--- src/rtl/mult_ctrl_pkg.sv ---
// Shared types and helpers for the sequential multiplier controller.
// State encoding and derived width helper.
package mult_ctrl_pkg;

    typedef enum logic [2:0] {
        IDLE,
        LOAD,
        CLEAR,
        ADD,
        SHIFT,
        DONE
    } state_t;

    function automatic int ctrl_cw(input int width);
        return $clog2(width);
    endfunction

endpackage

--- src/rtl/mult_seq_control_if.sv ---
// Handshake and datapath-strobe bundle of the multiplier controller.
// The controller side uses the slave modport.
interface mult_seq_control_if #(
    parameter int WIDTH = 8
);
    import mult_ctrl_pkg::*;

    localparam int CW = ctrl_cw(WIDTH);

    logic          Load_B;
    logic          Run;
    logic          M;
    logic          Signed_Mode;
    logic          Clr_XA;
    logic          Ld_B;
    logic          Add;
    logic          Sub;
    logic          Shift;
    logic          Busy;
    logic          Done;
    logic [CW-1:0] Bit_Idx;

    modport master (
        output Load_B, Run, M, Signed_Mode,
        input  Clr_XA, Ld_B, Add, Sub, Shift, Busy, Done, Bit_Idx
    );

    modport slave (
        input  Load_B, Run, M, Signed_Mode,
        output Clr_XA, Ld_B, Add, Sub, Shift, Busy, Done, Bit_Idx
    );

endinterface

--- src/rtl/bit_counter.sv ---
// Iteration counter for the add/shift loop.
// Saturates at WIDTH-1; 'last' flags the final iteration.
module bit_counter
    import mult_ctrl_pkg::*;
#(
    parameter int WIDTH = 8,
    parameter int CW    = ctrl_cw(WIDTH)
) (
    input  logic          Clk,
    input  logic          Reset_n,
    input  logic          clr,
    input  logic          inc,
    output logic          last,
    output logic [CW-1:0] cnt
);

    localparam logic [CW-1:0] LAST_IDX = CW'(WIDTH - 1);

    logic [CW-1:0] cnt_q;
    logic [CW-1:0] cnt_d;

    assign last = (cnt_q == LAST_IDX);
    assign cnt  = cnt_q;

    // Next count: clear wins, otherwise step until the last index.
    always_comb begin
        cnt_d = cnt_q;
        if (clr) begin
            cnt_d = '0;
        end else if (inc && !last) begin
            cnt_d = cnt_q + CW'(1);
        end
    end

    // Count register with synchronous reset.
    always_ff @(posedge Clk) begin
        if (!Reset_n) begin
            cnt_q <= '0;
        end else begin
            cnt_q <= cnt_d;
        end
    end

endmodule

--- src/rtl/mult_seq_control.sv ---
// Control FSM for the add-shift multiplier datapath.
// Counter-based loop of ADD/SHIFT pairs, one pair per operand bit.
module mult_seq_control
    import mult_ctrl_pkg::*;
#(
    parameter int WIDTH = 8,
    parameter int CW    = ctrl_cw(WIDTH)
) (
    input  logic              Clk,
    input  logic              Reset_n,
    mult_seq_control_if.slave bus
);

    state_t        state_q;
    state_t        state_d;
    logic          sgn_q;
    logic          sgn_d;
    logic          cnt_clr;
    logic          cnt_inc;
    logic          cnt_last;
    logic [CW-1:0] cnt;

    logic          clr_xa;
    logic          ld_b;
    logic          add;
    logic          sub;
    logic          shift;
    logic          busy;
    logic          done;
    logic [CW-1:0] bit_idx;

    assign cnt_clr = (state_q == CLEAR);
    assign cnt_inc = (state_q == SHIFT);

    bit_counter #(
        .WIDTH (WIDTH),
        .CW    (CW)
    ) u_cnt (
        .Clk     (Clk),
        .Reset_n (Reset_n),
        .clr     (cnt_clr),
        .inc     (cnt_inc),
        .last    (cnt_last),
        .cnt     (cnt)
    );

    // Next-state logic; sign mode is latched only when a run starts.
    always_comb begin
        state_d = state_q;
        sgn_d   = sgn_q;
        unique case (state_q)
            IDLE: begin
                if (bus.Load_B) begin
                    state_d = LOAD;
                end else if (bus.Run) begin
                    state_d = CLEAR;
                    sgn_d   = bus.Signed_Mode;
                end
            end
            LOAD:    state_d = IDLE;
            CLEAR:   state_d = ADD;
            ADD:     state_d = SHIFT;
            SHIFT:   state_d = cnt_last ? DONE : ADD;
            DONE:    state_d = bus.Run ? DONE : IDLE;
            default: state_d = IDLE;
        endcase
    end

    // Per-state strobes; the top bit subtracts in signed mode.
    always_comb begin
        clr_xa  = 1'b0;
        ld_b    = 1'b0;
        add     = 1'b0;
        sub     = 1'b0;
        shift   = 1'b0;
        busy    = 1'b0;
        done    = 1'b0;
        bit_idx = '0;
        unique case (state_q)
            LOAD: begin
                ld_b   = 1'b1;
                clr_xa = 1'b1;
            end
            CLEAR: begin
                clr_xa = 1'b1;
                busy   = 1'b1;
            end
            ADD: begin
                busy    = 1'b1;
                add     = bus.M & ~(sgn_q & cnt_last);
                sub     = bus.M & sgn_q & cnt_last;
                bit_idx = cnt;
            end
            SHIFT: begin
                shift   = 1'b1;
                busy    = 1'b1;
                bit_idx = cnt;
            end
            DONE:    done = 1'b1;
            default: ;
        endcase
    end

    // State and sign-mode registers with synchronous reset.
    always_ff @(posedge Clk) begin
        if (!Reset_n) begin
            state_q <= IDLE;
            sgn_q   <= 1'b0;
        end else begin
            state_q <= state_d;
            sgn_q   <= sgn_d;
        end
    end

    assign bus.Clr_XA  = clr_xa;
    assign bus.Ld_B    = ld_b;
    assign bus.Add     = add;
    assign bus.Sub     = sub;
    assign bus.Shift   = shift;
    assign bus.Busy    = busy;
    assign bus.Done    = done;
    assign bus.Bit_Idx = bit_idx;

endmodule

--- src/flat_wrapper.sv ---
// flat-port wrapper written by rule: the top's interface ports become plain ports
module mult_seq_control_flat import mult_ctrl_pkg::*;
#(
    parameter int WIDTH = 8,
    parameter int CW    = ctrl_cw(WIDTH)
)
  (Clk, Reset_n, bus_Load_B, bus_Run, bus_M, bus_Signed_Mode, bus_Clr_XA, bus_Ld_B, bus_Add, bus_Sub, bus_Shift, bus_Busy, bus_Done, bus_Bit_Idx);
  mult_seq_control_if #(.WIDTH(WIDTH)) bus_i ();
  input  logic Clk;
  input  logic Reset_n;
  input wire logic [$bits(bus_i.Load_B)-1:0] bus_Load_B;
  input wire logic [$bits(bus_i.Run)-1:0] bus_Run;
  input wire logic [$bits(bus_i.M)-1:0] bus_M;
  input wire logic [$bits(bus_i.Signed_Mode)-1:0] bus_Signed_Mode;
  output wire logic [$bits(bus_i.Clr_XA)-1:0] bus_Clr_XA;
  output wire logic [$bits(bus_i.Ld_B)-1:0] bus_Ld_B;
  output wire logic [$bits(bus_i.Add)-1:0] bus_Add;
  output wire logic [$bits(bus_i.Sub)-1:0] bus_Sub;
  output wire logic [$bits(bus_i.Shift)-1:0] bus_Shift;
  output wire logic [$bits(bus_i.Busy)-1:0] bus_Busy;
  output wire logic [$bits(bus_i.Done)-1:0] bus_Done;
  output wire logic [$bits(bus_i.Bit_Idx)-1:0] bus_Bit_Idx;
  assign bus_i.Load_B = bus_Load_B;
  assign bus_i.Run = bus_Run;
  assign bus_i.M = bus_M;
  assign bus_i.Signed_Mode = bus_Signed_Mode;
  assign bus_Clr_XA = bus_i.Clr_XA;
  assign bus_Ld_B = bus_i.Ld_B;
  assign bus_Add = bus_i.Add;
  assign bus_Sub = bus_i.Sub;
  assign bus_Shift = bus_i.Shift;
  assign bus_Busy = bus_i.Busy;
  assign bus_Done = bus_i.Done;
  assign bus_Bit_Idx = bus_i.Bit_Idx;
  mult_seq_control #(.WIDTH(WIDTH), .CW(CW)) u_core (.Clk(Clk), .Reset_n(Reset_n), .bus(bus_i));
endmodule
--- config.mk ---
export PLATFORM = sky130hd
export DESIGN_NAME = mult_seq_control_flat
export DESIGN_NICKNAME = d
export VERILOG_FILES = /design/src/rtl/mult_ctrl_pkg.sv /design/src/rtl/mult_seq_control_if.sv /design/src/rtl/bit_counter.sv /design/src/rtl/mult_seq_control.sv /design/src/flat_wrapper.sv
export SDC_FILE = /design/constraint.sdc
export NUM_CORES = 1
export LEC_CHECK = 0
export BUFFER_PORTS_ARGS = -buffer_cell sky130_fd_sc_hd__buf_4
export CELL_PAD_IN_SITES_DETAIL_PLACEMENT = 2
export CELL_PAD_IN_SITES_GLOBAL_PLACEMENT = 2
export CORE_AREA = 2 2 46 48
export DETAILED_ROUTE_END_ITERATION = 7
export DIE_AREA = 0 0 48 50
export PLACE_DENSITY = 0.68
export SLEW_MARGIN = 10
export SYNTH_ARGS = -nofsm -noshare
export SYNTH_HDL_FRONTEND = slang
export SYNTH_SLANG_ARGS = --single-unit
--- constraint.sdc ---
create_clock -name Clk -period 2.05 [get_ports Clk]
set_clock_uncertainty 0.05 [all_clocks]
set_input_delay 0.3075 -clock Clk [delete_from_list [all_inputs] [get_ports Clk]]
set_output_delay 0.3075 -clock Clk [all_outputs]
set_load 0.005 [all_outputs]
# ---- Word level (Yosys, flattened, before mapping)
# Index checks and enable logic that the tools add are counted.
dict set report op_classes {
  add_sub_neg 1
  n_eq_ne 7
  mux 13
  bitwise_logic 7
  reduce_logical 8
}
# cell n
set ops {}
lappend ops {{$mux W3} 5}
lappend ops {{$pmux W3 S5} 1}
lappend ops {{$eq A3 B3 Y1 const B} 3}
lappend ops {{$mux W1} 7}
lappend ops {{$eq A3 B2 Y1 const B} 2}
lappend ops {{$reduce_or A2 Y1} 3}
lappend ops {{$and A1 B1 Y1} 4}
lappend ops {{$add A3 B1 Y3 const B} 1}
lappend ops {{$eq A3 B1 Y1 const B} 1}
lappend ops {{$logic_not A3 Y1} 1}
lappend ops {{$ne A3 B3 Y1 const B} 1}
lappend ops {{$not A1 Y1} 3}
lappend ops {{$reduce_and A3 Y1} 1}
lappend ops {{$reduce_or A3 Y1} 1}
lappend ops {{$logic_and A1 B1 Y1} 1}
lappend ops {{$logic_not A1 Y1} 1}
dict set report totals {
  regBits 7
  inputBits 6
  out_inout_bits 10
  word_cells 39
}

# ---- Longest topological paths before layout
dict set report logic_depth {
  depth_word 5
  mapped_depth 5
}

# ---- Modules after synthesis
# A second synthesis with hierarchy kept.
dict set report hier_totals {
  hier_cells 53
  area_unflattened_um2 452.9
}
# mod n_inst cells_per_inst area_each_um2 seq_area_each_um2
set by_module_without_submodules {}
lappend by_module_without_submodules {mult_seq_control 1 40 307.8 80.1}
lappend by_module_without_submodules {bit_counter 1 13 145.1 60.1}

# ---- Worst setup path before layout
# No wires, ideal clock.
dict set report synth_path {
  path_kind {register to register}
  from {reg u_core.u_cnt.cnt_q[0] (netlist: u_core.u_cnt.cnt[0])}
  to {reg u_core.u_cnt.cnt_q[1] (netlist: u_core.u_cnt.cnt[1])}
  setup_ns 0.121
  t_arrival_ns 1.301
  t_required_ns 1.879
  setup_slack_ns 0.579
  stages_incl_launch_ff 6
  path_buffers 0
  cell_sequence {dfxtp_1 > ha_1 > ha_1 > nor4b_4 > mux2i_1 > nor2_1}
}
dict set report synth_between {
  elab_chain_len 3
}
# item line_no
set synth_lines {}
lappend synth_lines {{start, declared} bit_counter.sv:19} ;# logic [CW-1:0] cnt_q;
lappend synth_lines {{start signal, assigned} bit_counter.sv:40} ;# cnt_q <= cnt_d;
lappend synth_lines {{parallel branches: the longest is 3 deep, another holds $add A3 B1 Y3} --}
# Parallel ways; which one is timed is not known.
# A chain may end at the register's enable or synchronous reset.

# ---- Final worst setup path
dict set report layout_path {
  from {reg u_core.u_cnt.cnt_q[0] (netlist: u_core.u_cnt.cnt[0])}
  to {out bus_Add}
}
dict set report layout_between {
  elab_chain_len 5
}
# item line_no
set layout_lines {}
lappend layout_lines {{$eq A3 B3 Y1} bit_counter.sv:22} ;# assign last = (cnt_q == LAST_IDX);
lappend layout_lines {{$and A1 B1 Y1} mult_seq_control.sv:90} ;# add = bus.M & ~(sgn_q & cnt_last);
lappend layout_lines {{$not A1 Y1} mult_seq_control.sv:90}
lappend layout_lines {{$and A1 B1 Y1} mult_seq_control.sv:90}
lappend layout_lines {{$mux W1} mult_seq_control.sv:79} ;# unique case (state_q)
lappend layout_lines {{end, declared} flat_wrapper.sv:17} ;# output wire logic [$bits(bus_i.Add)-1:0] bus_Add;
# No other way between the ends.

==> out/metrics.csv <==
stage,metric,value,unit
power_and_ir_drop,max-vdd-ir-drop,0.227,mV
worst_setup_path,crit_fanout,3,
timing,drv_slew,0,
timing,finalSetupViolCount,0,
timing,post-route-min-period,1860,ps
synth,ys_ff_latch,7,
route,first_pass_iters,1,
clock_network,cts_tree,done,
cells_and_area,nets,81,
global_route,grt_max_degree,14,
synth,netlist-cell-type-count,27,
timing,setup_tns,0,ps
cells_and_area,fin_util,0.332,
worst_hold_path,hold_end,u_core.sgn_q,
worst_setup_path,criticalPathCategory,reg2out,
cells_and_area,fillCellCount,221,
cells_and_area,antenna_cells,0,
die,placementRows,16,
worst_hold_path,hold_depth,2,
die,dieArea,2400,um^2
clock_network,insertion_delay,250,ps
die,num_io_pins,16,
route,drtIter0Drc,0,
route,via_count,436,
place,detailed_place_hpwl,952,um
route,wirelength,1.16,mm
timing,final-hold-violation-count,0,
worst_hold_path,worstHoldStart,bus_Signed_Mode,
synth,ys.warnings.count,0,
synth,synth_ff_type,dfxtp_1,
clock_network,clkSinkCount,7,
synth,synth_seq_area_share,0.297,
worst_setup_path,arrival,1500,ps
worst_setup_path,r2r_cells,5,
cells_and_area,post_route_cells_drive_above_1_share,0.347,
worst_setup_path,r2r-end,u_core.u_cnt.cnt[2],
worst_hold_path,min_path_type,in2reg,
die,die_w,48,um
worst_setup_path,worst_setup_path_start_kind,flop,
run,maxCapViolations,0,
clock_network,cts_made_buffers,3,
worst_setup_path,crit-reg2reg-launch,u_core.u_cnt.cnt[0],
die,die_h,50,um
power_and_ir_drop,leakage,0.286,nW
die,coreArea,1900,um^2
timing,max_freq,537,MHz
global_route,grt_use_total,0.121,
global_route,antenna_found_initial,0,
clock_network,clock_path_buffers,2,
synth,syn_nets,63,
timing,tightestPinTransition,464,ps
status,status,"finished, final reports clean",
route,avgViaCountPerCell,4.40,
cells_and_area,area_growth,34.0,%
synth,synth_edf_count,0,
timing,grt_setup_unrepaired,false,
global_route,overflow,0,
place,numPortBuffers,15,
synth,syn_area_per_cell,8.58,um^2
cells_and_area,mostFrequentLayoutCells,"buf_4, nor2_1, nand2_1",
synth,synthesis.area,472,um^2
route,wire_per_inst,11.7,um
timing,slew_headroom,0.690,
synth,synth_cells,55,
power_and_ir_drop,power.density,543,nW/um^2
worst_setup_path,reg2reg_slack,470,ps
cells_and_area,final_common_cell,buf_4,
timing,finalCritPeriodShare,0.908,
global_route,grt_pass1_wl,2.01,mm
global_route,grt_pass1_vias,440,
clock_network,cts-root-buf,clkbuf_4,
route,ant_nets,0,
clock_network,cts_hold_buf,0,
place,place_congestion,0.711,
clock_network,post_cts_buffers,0,
clock_network,h-tree-depth,1,
die,start_util,0.248,
worst_setup_path,crit_required,1690,ps
synth,synthArstFlopShare,0,
route,drc_errors,0,
clock_network,clk_pin_slew,60,ps
worst_setup_path,cp-end-kind,output pin,
## cells in the mapped netlist (2+ instances only)
master    instances  share of area
nor2_1            7          0.056
buf_2             2          0.021
and2_1            4          0.053
nand2b_1          2          0.027
ha_1              2          0.053
dfxtp_1           7           0.30
nand2_1           7          0.056
xnor2_1           2          0.037
nor3_1            2          0.021
a21oi_1           2          0.021
mux2i_1           2          0.042
## flip-flops by register name (all words and copies together), names as in the netlist
| signal | cells |
|---|---|
| u_core.sgn_q | 1 |
| u_core.u_cnt.cnt | 3 |
| u_core.state_q | 3 |
## cells by family after synthesis
logic type / Yosys count / synth area share
compound gates: 9 / 0.135
xor+xnor: 2 / 0.0371
fa+ha+maj: 2 / 0.0530
buf+inv: 4 / 0.0530
flops: 7 / 0.297
mux: 2 / 0.0424
simple gates: 29 / 0.382
## timing repair
action	4_1_cts	5_1_grt
hold endpoints to repair	0	0
resized for setup	0	1
setup endpoints to repair	0	3
## power by group
part | internal [mW] | switching, mW
Sequential | 0.141 | 0.0100
Combinational | 0.0344 | 0.0284
Clock | 0.0745 | 0.0545
## layer usage
metal  vias up  GRT usage  routed length [um]
met3         3     0.0330                  47
met1       194      0.172                 579
met2        12      0.160                 508
met5         -          0                   0
li1        227          -                   -
met4         0     0.0676                  21
## how the worst max path moves through the flow
| stage | from | end | slack (ps) | cells past startpoint |
|---|---|---|---|---|
| 2_1_floorplan | u_core.u_cnt.cnt[0] | u_core.u_cnt.cnt[1] | 580 | 5 |
| 3_3_place_gp | u_core.state_q[2] | bus_Bit_Idx[1] | 390 | 4 |
| 3_5_place_dp | u_core.state_q[2] | bus_Bit_Idx[0] | 370 | 4 |
| 4_1_cts | u_core.state_q[2] | bus_Bit_Idx[0] | 100 | 4 |
| 5_1_grt | u_core.u_cnt.cnt[0] | bus_Add | 70 | 5 |
| 6_report | u_core.u_cnt.cnt[0] | bus_Add | 190 | 5 |
## cell type report
cell class / instances / area [um^2] / share of cell area
well taps: 27 / 33.8 / 0.0535
inverters: 1 / 3.75 / 0.00594
multi-input cells: 44 / 307 / 0.485
repair buffers: 16 / 120 / 0.190
clock buffers: 4 / 26.3 / 0.0416
flip-flops and latches: 7 / 141 / 0.224
## metrics by stage
step                      setup slack, ps  hold slack [ps]  power, mW  instance area [um^2]  instances
final                                 188              239      0.343                   632         99
after detailed placement              373              481      0.218                   604         95
after floorplan                       579              407      0.190                   472         55
after global routing                 68.5              244      0.374                   632         99
after CTS                            97.3              236      0.351                   631         99
after global placement                395              473      0.217                   604         95
## worst max-delay path, stage by stage (launching register included)
cell	delay, ps
dfxtp_1	330
ha_1	200
ha_1	230
nand2_1	120
nor3b_1	220
buf_4	150
No activity file was read; power rests on OpenSTA's default activity.
